==> config.mk <==
export PLATFORM = sky130hd
export DESIGN_NAME = imem_loader
export DESIGN_NICKNAME = d
export VERILOG_FILES = /design/src/rtl/imem_loader_pkg.sv /design/src/rtl/imem_word_pack.sv /design/src/rtl/imem_loader.sv
export SDC_FILE = /design/constraint.sdc
export NUM_CORES = 1
export LEC_CHECK = 0
export CORE_MARGIN = 5
export CORE_UTILIZATION = 59
export DETAILED_ROUTE_END_ITERATION = 8
export PLACE_DENSITY = 0.85
export SYNTH_ARGS = -nofsm -noshare
export SYNTH_HDL_FRONTEND = slang
export SYNTH_HIERARCHICAL = 1
export SYNTH_SLANG_ARGS = --single-unit
==> constraint.sdc <==
create_clock -name CLK -period 7.45 [get_ports CLK]
set_input_delay 0.745 -clock CLK [delete_from_list [all_inputs] [get_ports CLK]]
set_output_delay 0.745 -clock CLK [all_outputs]
set_load 0.02 [all_outputs]
==> src/rtl/imem_loader_pkg.sv <==
// imem_loader_pkg: loader state encoding and the instruction-memory depth
// default shared with the fetch stage.
package imem_loader_pkg;

  localparam int IMEM_SIZE_DEFAULT = 256;
  localparam int LEN_W_DEFAULT     = 16;

  typedef enum logic [2:0] {
    LD_LEN_HI,
    LD_LEN_LO,
    LD_DATA,
    LD_CKSUM,
    LD_RUN,
    LD_ERROR
  } ld_state_e;

endpackage

==> src/rtl/imem_word_pack.sv <==
// imem_word_pack: assembles four stream bytes, MSB first, into a 32-bit word and
// flags the byte that completes it.
module imem_word_pack
  import imem_loader_pkg::*;
(
  input  logic        clk,
  input  logic        rst,
  input  logic        clr,
  input  logic        byte_en,
  input  logic [7:0]  byte_in,
  output logic        word_ready,
  output logic [31:0] word_out
);

  logic [23:0] asm_q, asm_d;
  logic [1:0]  idx_q, idx_d;

  // The completing byte is merged combinationally so the caller can register
  // the whole word on the same edge that accepts it.
  always_comb begin
    asm_d      = asm_q;
    idx_d      = idx_q;
    word_ready = byte_en && (idx_q == 2'd3);
    word_out   = {asm_q, byte_in};
    if (clr) begin
      asm_d = '0;
      idx_d = '0;
    end else if (byte_en) begin
      asm_d = {asm_q[15:0], byte_in};
      idx_d = idx_q + 2'd1;
    end
  end

  always_ff @(posedge clk or posedge rst) begin
    if (rst) begin
      asm_q <= '0;
      idx_q <= '0;
    end else begin
      asm_q <= asm_d;
      idx_q <= idx_d;
    end
  end

endmodule

==> src/rtl/imem_loader.sv <==
// imem_loader: byte-stream program loader that fills instruction memory and holds
// the core in reset until the frame is complete. IMEM_LOADER_CKSUM_EN adds a trailing XOR check byte.
module imem_loader
  import imem_loader_pkg::*;
#(
  parameter int IMEM_SIZE = IMEM_SIZE_DEFAULT,
  parameter int LEN_W     = LEN_W_DEFAULT
) (
  input  logic        CLK,
  input  logic        RST,
  input  logic [7:0]  IN_DATA,
  input  logic        IN_VALID,
  output logic        IN_READY,
  input  logic        RELOAD,
  output logic        WE,
  output logic [31:0] W_Addr,
  output logic [31:0] W_Ins,
  output logic        CORE_RST,
  output logic        DONE,
  output logic        ERR
);

  localparam logic [LEN_W:0] MAX_LEN = (LEN_W+1)'(IMEM_SIZE);
  localparam logic [LEN_W:0] IDX_ONE = (LEN_W+1)'(1);
`ifdef IMEM_LOADER_CKSUM_EN
  localparam ld_state_e LD_AFTER_DATA = LD_CKSUM;
`else
  localparam ld_state_e LD_AFTER_DATA = LD_RUN;
`endif

  ld_state_e        state_q, state_d;
  logic [7:0]       len_hi_q, len_hi_d;
  logic [LEN_W-1:0] len_q, len_d;
  logic [LEN_W:0]   word_idx_q, word_idx_d;
  logic             we_q, we_d;
  logic [31:0]      w_addr_q, w_addr_d;
  logic [31:0]      w_ins_q, w_ins_d;
`ifdef IMEM_LOADER_CKSUM_EN
  logic [7:0]       cksum_q, cksum_d;
`endif

  logic             xfer;
  logic             pack_en;
  logic             pack_clr;
  logic             word_ready;
  logic [31:0]      word;
  logic [LEN_W-1:0] len_rx;

  assign IN_READY = (state_q == LD_LEN_HI) || (state_q == LD_LEN_LO) ||
                    (state_q == LD_DATA)   || (state_q == LD_CKSUM);
  assign xfer     = IN_VALID && IN_READY;
  assign pack_en  = xfer && (state_q == LD_DATA);
  assign len_rx   = LEN_W'({len_hi_q, IN_DATA});

  imem_word_pack u_pack (
    .clk        (CLK),
    .rst        (RST),
    .clr        (pack_clr),
    .byte_en    (pack_en),
    .byte_in    (IN_DATA),
    .word_ready (word_ready),
    .word_out   (word)
  );

  always_comb begin
    state_d    = state_q;
    len_hi_d   = len_hi_q;
    len_d      = len_q;
    word_idx_d = word_idx_q;
    we_d       = 1'b0;
    w_addr_d   = w_addr_q;
    w_ins_d    = w_ins_q;
    pack_clr   = 1'b0;
`ifdef IMEM_LOADER_CKSUM_EN
    cksum_d = cksum_q;
    if (xfer && (state_q != LD_CKSUM)) cksum_d = cksum_q ^ IN_DATA;
`endif
    case (state_q)
      LD_LEN_HI: if (xfer) begin
        len_hi_d = IN_DATA;
        state_d  = LD_LEN_LO;
      end
      LD_LEN_LO: if (xfer) begin
        len_d = len_rx;
        if (len_rx == '0)                  state_d = LD_AFTER_DATA;
        else if ({1'b0, len_rx} > MAX_LEN) state_d = LD_ERROR;
        else                               state_d = LD_DATA;
      end
      LD_DATA: if (word_ready) begin
        we_d       = 1'b1;
        w_ins_d    = word;
        w_addr_d   = 32'({word_idx_q, 2'b00});
        word_idx_d = word_idx_q + IDX_ONE;
        // Leaving DATA on the same edge as the final WE keeps the core in
        // reset until that word is already presented to memory.
        if (word_idx_q + IDX_ONE == {1'b0, len_q}) state_d = LD_AFTER_DATA;
      end
`ifdef IMEM_LOADER_CKSUM_EN
      LD_CKSUM: if (xfer) begin
        state_d = (IN_DATA == cksum_q) ? LD_RUN : LD_ERROR;
      end
`endif
      LD_RUN, LD_ERROR: if (RELOAD) begin
        state_d    = LD_LEN_HI;
        len_hi_d   = '0;
        len_d      = '0;
        word_idx_d = '0;
        pack_clr   = 1'b1;
`ifdef IMEM_LOADER_CKSUM_EN
        cksum_d    = '0;
`endif
      end
      default: state_d = LD_ERROR;
    endcase
  end

  always_ff @(posedge CLK or posedge RST) begin
    if (RST) begin
      state_q    <= LD_LEN_HI;
      len_hi_q   <= '0;
      len_q      <= '0;
      word_idx_q <= '0;
      we_q       <= 1'b0;
      w_addr_q   <= '0;
      w_ins_q    <= '0;
`ifdef IMEM_LOADER_CKSUM_EN
      cksum_q    <= '0;
`endif
    end else begin
      state_q    <= state_d;
      len_hi_q   <= len_hi_d;
      len_q      <= len_d;
      word_idx_q <= word_idx_d;
      we_q       <= we_d;
      w_addr_q   <= w_addr_d;
      w_ins_q    <= w_ins_d;
`ifdef IMEM_LOADER_CKSUM_EN
      cksum_q    <= cksum_d;
`endif
    end
  end

  assign WE       = we_q;
  assign W_Addr   = w_addr_q;
  assign W_Ins    = w_ins_q;
  assign CORE_RST = (state_q != LD_RUN);
  assign DONE     = (state_q == LD_RUN);
  assign ERR      = (state_q == LD_ERROR);

endmodule

# Word-level counts from Yosys, hierarchy flattened
# Index checks and enable logic that the tools add are counted.
dict set report word_totals {
  mem_count 0
  mem_bits_rw 0
  elab_cells 68
  reg_bits 120
  latchBits 0
  mem_bits_ro 0
  in_bits 12
}
dict set report op_classes {
  n_addsub 2
  shift 0
  n_reduce_logical 18
  div_mod_pow 0
  multipliers 0
  n_eq_ne 13
  magnitude_cmp 1
  bitwise_logic 0
  n_mux 25
}
# cell count
set ops {}
lappend ops {{24-bit 2-to-1 mux} 2}
lappend ops {{17-bit 2-to-1 mux} 2}
lappend ops {{17-bit one-hot mux with 2 select lines} 1}
lappend ops {{16-bit 2-to-1 mux} 2}
lappend ops {{16-bit one-hot mux with 2 select lines} 1}
lappend ops {{3-bit 2-to-1 mux} 7}
lappend ops {{17-bit by 1-bit adder with 17-bit output (second input constant)} 1}
lappend ops {{17-bit by 16-bit == test with 1-bit output} 1}
lappend ops {{16-bit by 9-bit > comparator with 1-bit output (second input constant)} 1}
lappend ops {{16-bit logical NOT} 1}
lappend ops {{8-bit 2-to-1 mux} 2}
lappend ops {{8-bit one-hot mux with 2 select lines} 1}
lappend ops {{3-bit one-hot mux with 4 select lines} 1}
lappend ops {{3-bit AND reduction} 3}
lappend ops {{2-bit nonzero test} 4}
lappend ops {{3-bit by 2-bit == test with 1-bit output (second input constant)} 2}
lappend ops {{3-bit == test (second input constant)} 2}
lappend ops {{2-bit inequality test (second input constant)} 3}
lappend ops {{5-bit AND reduction} 1}
lappend ops {{1-bit 2-to-1 mux} 4}
lappend ops {{2-bit 2-to-1 mux} 2}
lappend ops {{2-bit by 1-bit inequality test with 1-bit output (second input constant)} 2}
lappend ops {{3-bit by 1-bit == test with 1-bit output (second input constant)} 1}
lappend ops {{1-bit logical AND} 3}
lappend ops {{other kinds (7)} 9}

# Longest topological paths before layout
# Gate-level depths: netlist (run 1).
dict set report logic_depth {
  depth_word 9
  ltp_mapped 13
  depth_no_buf 9
}

# By module
# The synthesis (run 1) kept the hierarchy.
# mod n_inst area_per_inst_um2 cells_each
set modules_own_cells {}
lappend modules_own_cells {imem_loader 1 4643.2 541}
lappend modules_own_cells {imem_word_pack 1 1158.6 95}

# Worst setup path before layout (run 1)
# No wires, ideal clock.
dict set report synth_path {
  path_type {register to register}
  startpoint {register word_idx_q[0]}
  endpoint {register state_q[1]}
  t_arrival_ns 2.512
  t_required_ns 7.331
  stages_incl_launch_ff 10
  period_less_slack_ns 2.631
  path_buffers 2
  setup_slack_ns 4.819
  cell_sequence {dfrtp_1 > ha_1 > buf_6 > and3_1 > buf_6 > nand3_1 > o2111ai_1 > or4b_1 > or4_4 > a21bo_1}
}
dict set report synth_via {
  elab_chain_len 4
}
# item line_no
set synth_lines {}
lappend synth_lines {{start, declared} imem_loader.sv:34} ;# logic [LEN_W:0] word_idx_q, word_idx_d;
lappend synth_lines {{start signal, assigned} imem_loader.sv:133} ;# word_idx_q <= word_idx_d;
lappend synth_lines {{17-bit by 1-bit adder with 17-bit output} imem_loader.sv:96} ;# if (word_idx_q + IDX_ONE == {1'b0, len_q}) state_d = LD_AFTER_DATA;
lappend synth_lines {{17-bit by 16-bit == test with 1-bit output} imem_loader.sv:96}
lappend synth_lines {{2-bit by 1-bit inequality test with 1-bit output (no line)} n/a}
lappend synth_lines {{5-bit AND reduction (no line)} n/a}
lappend synth_lines {{end signal, assigned} imem_loader.sv:130} ;# state_q <= state_d;
lappend synth_lines {{end, declared} imem_loader.sv:31} ;# ld_state_e state_q, state_d;
# No other way between the ends.
# A chain may end at the register's enable or synchronous reset.

# Worst setup path in the final report (run 1)
dict set report layout_path {
  startpoint {register state_q[2]}
  endpoint {output port DONE}
}
dict set report layout_via {
  elab_chain_len 1
}
# item line_no
set layout_lines {}
lappend layout_lines {{3-bit == test} imem_loader.sv:147} ;# assign DONE = (state_q == LD_RUN);
lappend layout_lines {{end, declared} imem_loader.sv:19} ;# output logic DONE,
# No other way between the ends.

==> flow_summary.json, run 1 <==
{
  "yosys_warnings": 6,
  "path_clk_slew_ps": 60,
  "ys_types": 55,
  "powerDensity_mw_per_mm2": 303,
  "clock_skew_ps": 9.67,
  "slew_violations": 0,
  "cts_setup_buffers": 0,
  "max_stage_delay_ps": 590,
  "cts_hold_buf": 0,
  "drive_gt1_frac": 0.0667,
  "hp-class": "register to register",
  "cp_cell_sequence": "inv_1 -> or3_1 -> inv_1 -> clkdlybuf4s50_1",
  "num-nets-final": 691,
  "die_h_microns": 109,
  "io_pins": 81,
  "finalSetupViolCount": 0,
  "cap_viol_max_count": 0,
  "routed_wl_microns": 13900,
  "rows": 36,
  "gp_congestion": 0.876,
  "cts_made_buffers": 17,
  "fin_ws_ps": 4460,
  "fp.dieArea_sq_mm": 0.0119,
  "final_antenna_net_count": 0,
  "critPathRequiredTime_ps": 6700,
  "rsz0062_at_grt": "no",
  "crit_top_cell": "inv_1",
  "drc": 0,
  "vias": 4704,
  "max_freq_mhz": 335,
  "clk_latency_ps": 530,
  "dpl.hpwl_microns": 8840,
  "cts_tree": "built",
  "via_per_inst": 5.72,
  "grt_first_pass_wirelength_microns": 23600,
  "min_period_ps": 2990,
  "synth_cells": 636,
  "ir_worst_vdd_uv": 234,
  "cts_max_level": 4,
  "synth-edff-count": 0,
  "leakagePower_uw": 0.00333,
  "start_util": 0.599,
  "finalHoldViolCount": 0,
  "ctsResizeCount": 0,
  "startpoint_type": "register",
  "dieWidth_microns": 109,
  "worst-path-max-fanout": 9,
  "ys_seq_elements": 120,
  "drtPass1Iterations": 5,
  "wire_per_inst_microns": 16.9,
  "fin_setup_tns_ps": 0,
  "synth_area_sq_mm": 0.00580,
  "post-place-ws_ps": 4340,
  "cts_sinks": 120,
  "clock_path_buffers": 2,
  "worst-setup-path-type": "register to output port",
  "avgSynthCellArea_sq_um": 9.12,
  "crit_arrival_ps": 2240,
  "grt_overflow_total": 0,
  "finalPower_uw": 2110,
  "synth_flop_cell": "dfrtp_1",
  "antennaDiodeCount": 0,
  "antenna_found_initial": 0,
  "placed_cells_incl_taps": 791,
  "areaGrowthSynthToFinish_pct": 19.6,
  "placement.io_buffers": 65,
  "cpLargestDelayFamily": "buffers and inverters",
  "track_usage": 0.255,
  "cp_num_buf_inv": 3,
  "ys_seq_area_frac": 0.518,
  "slew-limit-headroom": 0.281,
  "ys_async_sr_fraction": 1.00,
  "finalNonFillerCells": 823,
  "grt_pass1_vias": 4680,
  "worst_pin_slew_ps": 1070,
  "status": "complete, no violations",
  "core-area_sq_mm": 0.00968,
  "end_kind": "output port",
  "min_period_over_period": 0.401,
  "slowest_stage": "clkdlybuf4s50_1",
  "grt_max_degree": 73,
  "cts_root_buffer": "clkbuf_8",
  "first_iter_violations": 409
}
==> per-stage QoR <==
step	hold WS [ps]	utilization	area, sq um
floorplan	438	-	5850
global placement	457	0.650	6290
detailed placement	462	0.650	6290
CTS	477	0.716	6940
global route	507	0.716	6940
finish	471	0.716	6940
==> final cells by class <==
class / count / area (sq um)
clock buffer: 18 / 428
multi-input combinational: 457 / 2390
fill: 738 / 2750
tap: 133 / 166
clock inverter: 14 / 219
sequential: 120 / 3000
inverter: 12 / 46.3
timing repair buffer: 69 / 681
==> where the power goes <==
group	internal, uW	switching, uW
clock network	588	307
logic	146	254
registers	725	86.1
total	1460	646
==> state kept, by name, indices dropped and copies added (netlist names) <==
name	flops
u_pack/idx_q	2
state_q	3
WE	1
len_hi_q	8
len_q	16
W_Addr	17
W_Ins	32
word_idx_q	17
u_pack/asm_q	24
==> metal layers <==
metal	GRT usage	routed length, microns	up-vias	share of wire
met5	0	0	-	0
li1	-	-	2176	-
met1	0.349	5950	2313	0.43
met2	0.397	6800	191	0.49
met3	0.0574	947	24	0.068
met4	0.100	207	0	0.015
==> cells in the final DEF (no fill, tap or decap), types with 3 or more instances in the layout <==
cell type / instances
dfrtp_1: 120
o21ai_0: 53
nand2_1: 199
mux2i_1: 29
a31oi_1: 3
buf_4: 4
nor3_1: 7
nand3_1: 11
or4_1: 3
conb_1: 15
xnor2_1: 12
xor2_1: 7
clkinv_4: 3
clkbuf_16: 16
nor2_1: 38
o31ai_1: 9
nand4_1: 9
bufinv_16: 5
a22o_1: 3
clkinv_2: 3
a21oi_1: 8
nand2b_1: 3
clkdlybuf4s50_1: 65
and3_1: 10
inv_1: 11
==> logic make-up after synthesis <==
group           Yosys count  synth area share
fa+ha+maj                 2           0.00431
buf+inv                  73            0.0796
flops                   120             0.518
other cells               1          0.000646
mux                      30            0.0520
compound gates           95            0.0992
simple gates            296             0.218
xor+xnor                 19            0.0287
==> synth_stat cells (all sizes together), types with 2 or more instances <==
cell	count	share of area
a22oi	2	0.0026
a22o	3	0.0045
o41ai	2	0.0030
or4	4	0.0058
nand2	200	0.13
and4	2	0.0032
nand3	11	0.0095
buf	38	0.053
o31ai	10	0.014
nor2	40	0.026
xor2	7	0.011
a31oi	3	0.0032
nor4	2	0.0022
nor3	9	0.0095
a21oi	8	0.0069
dfrtp	120	0.52
ha	2	0.0043
and3	10	0.011
clkbuf	23	0.018
o22ai	2	0.0022
nand4	9	0.0097
mux2i	29	0.050
nand2b	3	0.0032
o21ai	54	0.047
inv	12	0.0078
xnor2	12	0.018
o21a	2	0.0026
==> worst paths after layout <==
check | startpoint | end | slack [ps] | cells past startpoint
setup / recovery | state_q[2] | DONE | 4460 | 4
hold / removal | W_Addr[14] | W_Addr[14] | 470 | 2
setup reg to reg | word_idx_q[0] | state_q[1] | 4550 | 7
hold reg to reg | W_Addr[14] | W_Addr[14] | 470 | 2
max in group asynchronous | RST | word_idx_q[3] | 5630 | 3
min in group asynchronous | RST | W_Ins[17] | 590 | 2
==> worst register-to-register path, stage by stage, from the launching register on <==
cell and delay (ps):
dfrtp_1 480, ha_1 330, and3_1 390, and3_1 240
o21ai_1 70, or4b_1 510, or4_4 570, a21bo_1 210
(Power assumes the default switching activity.)
==> run 2: changes to the inputs <==
- CORE_UTILIZATION: 59 -> 55
- PLACE_DENSITY: 0.85 -> 0.8
- clock period: 7.45 -> 3.1 ns (I/O delays scaled with it)
==> run 2 against run 1 <==
Critical path type is now register to register. Highest routed layer unchanged. Sequential share of layout area rose by 0.17 points. Utilization fell by 4.7 points. Global-route usage fell by 3.2 points. Setup slack got worse by 4200 ps.
==> flow_summary.json, run 2 (synthesis results as in run 1) <==
{
  "rows": 37,
  "slew-limit-headroom": 0.319,
  "end_kind": "register",
  "whs_ps": 233,
  "fin_setup_tns_ps": 0,
  "worst_pin_slew_ps": 1020,
  "cp_num_buf_inv": 0,
  "min_period_ps": 2850,
  "clock_skew_ps": 7.58,
  "leakagePower_uw": 0.00331,
  "slowest_stage": "or4_4",
  "powerDensity_mw_per_mm2": 703,
  "routed_wl_microns": 13400,
  "clock_path_buffers": 2,
  "antenna_found_initial": 0,
  "grt_overflow_total": 0,
  "grt_pass1_vias": 4514,
  "ir_worst_vdd_uv": 416,
  "cp_cell_sequence": "ha_1 -> and3_1 -> and3_1 -> o21ai_1 -> or4b_1 -> or4_4 -> a21bo_1",
  "dpl.hpwl_microns": 8970,
  "hp-class": "primary input to async pin",
  "rr_worst_depth": 7,
  "r2r_end": "state_q[1]",
  "place_area_sq_mm": 0.00631,
  "clkPwrFrac": 0.404,
  "cpLargestDelayFamily": "simple AND/OR/NAND/NOR gates",
  "antennaDiodeCount": 0,
  "track_usage": 0.223,
  "intPower_uw": 3320,
  "finalHoldViolCount": 0,
  "worst-setup-path-type": "register to register",
  "fin_util": 0.669,
  "dieWidth_microns": 113,
  "clk_latency_ps": 540,
  "cts_setup_buffers": 0,
  "vias": 4556,
  "die_h_microns": 113,
  "slew_violations": 0,
  "worst-path-max-fanout": 8,
  "cts_tree": "built",
  "first_iter_violations": 299,
  "layout_commonest_cell": "nand2_1",
  "swShare": 0.317,
  "core-area_sq_mm": 0.0103,
  "start_util": 0.562,
  "areaGrowthSynthToFinish_pct": 19.1,
  "final_cell_mix": "199 x nand2_1, 120 x dfrtp_1, 65 x clkdlybuf4s50_1, 53 x o21ai_0, 38 x nor2_1",
  "path_depth": 7,
  "cts_root_buffer": "clkbuf_8",
  "rsz0062_at_grt": "no",
  "max_stage_delay_ps": 560,
  "largest_reg_flops": 32,
  "ctsResizeCount": 0,
  "drtPass1Iterations": 7,
  "startpoint_type": "register",
  "num-nets-final": 692,
  "cap_viol_max_count": 0,
  "grt_first_pass_wirelength_microns": 22400,
  "seqPwrFrac": 0.399,
  "via_per_inst": 5.51,
  "fp.dieArea_sq_mm": 0.0127,
  "crit_top_cell": "and3_1",
  "cts_hold_buf": 0,
  "power.switching_uw": 1540,
  "cts_made_buffers": 17,
  "cts_sinks": 120,
  "status": "complete, no violations",
  "p_comb_frac": 0.197,
  "placement.io_buffers": 65,
  "cts_max_level": 4,
  "drive_gt1_frac": 0.0680,
  "r2r_start": "word_idx_q[0]",
  "crit_arrival_ps": 3280,
  "max_freq_mhz": 351,
  "min_period_over_period": 0.919,
  "finalSetupViolCount": 0,
  "reg2reg_slack_ps": 250,
  "stdcell_area_sq_mm": 0.00691,
  "fill_cells": 811,
  "gp_congestion": 0.841,
  "path_clk_slew_ps": 60,
  "wire_per_inst_microns": 16.2,
  "drc": 0,
  "grt_max_degree": 73,
  "final_antenna_net_count": 0,
  "io_pins": 81,
  "critPathRequiredTime_ps": 3530
}
[run 2: cell count changes in the layout (fill, tap and decap cells not counted), sizes merged]
cell      delta
clkinvlp     +1
clkbuf       +2
clkinv       -2
buf          +1
inv          +2
bufinv       -3
[run 2: through the flow]
step	setup WS (ps)	cells	power, uW
floorplan	341	650	2660
global placement	374	795	2870
detailed placement	263	795	2910
CTS	263	827	4890
global route	37.3	827	5120
finish	253	827	4860
[run 2: how the worst max path moves through the flow]
stage / end / startpoint
after floorplan: WE / RST
after global placement: state_q[1] / word_idx_q[0]
after detailed placement: state_q[2] / word_idx_q[0]
after CTS: state_q[2] / word_idx_q[0]
after global routing: state_q[2] / word_idx_q[0]
final: state_q[1] / word_idx_q[0]
[run 2: worst reg2reg max path, delay by kind of cell, from the launching register on]
kind	cells	cell delay [ps]
compound gates	2	280
flops	1	480
fa+ha+maj	1	320
simple gates	4	1660
[run 2: cell type report]
class / instances / area (sq um) / share of cell area
clock buffer: 20 / 455 / 0.0659
clock inverter: 12 / 140 / 0.0203
inverter: 12 / 46.3 / 0.00670
multi-input combinational: 457 / 2390 / 0.347
sequential: 120 / 3000 / 0.435
tap: 136 / 170 / 0.0246
timing repair buffer: 70 / 701 / 0.101
[run 2: routing by layer]
| metal | GRT usage | up-vias | wire [microns] |
|---|---|---|---|
| li1 | - | 2177 | - |
| met1 | 0.279 | 2244 | 5790 |
| met2 | 0.356 | 111 | 6710 |
| met3 | 0.0797 | 24 | 675 |
| met4 | 0.0833 | 0 | 216 |
| met5 | 0 | - | 0 |
[run 2: power groups by stage]
| stage | registers (uW) | clock network (uW) | logic, uW |
|---|---|---|---|
| after floorplan | 1870 | 0 | 787 |
| after global placement | 1950 | 0 | 918 |
| after detailed placement | 1960 | 0 | 949 |
| after CTS | 1940 | 1990 | 962 |
| after global routing | 1960 | 2080 | 1080 |
| final | 1940 | 1960 | 956 |
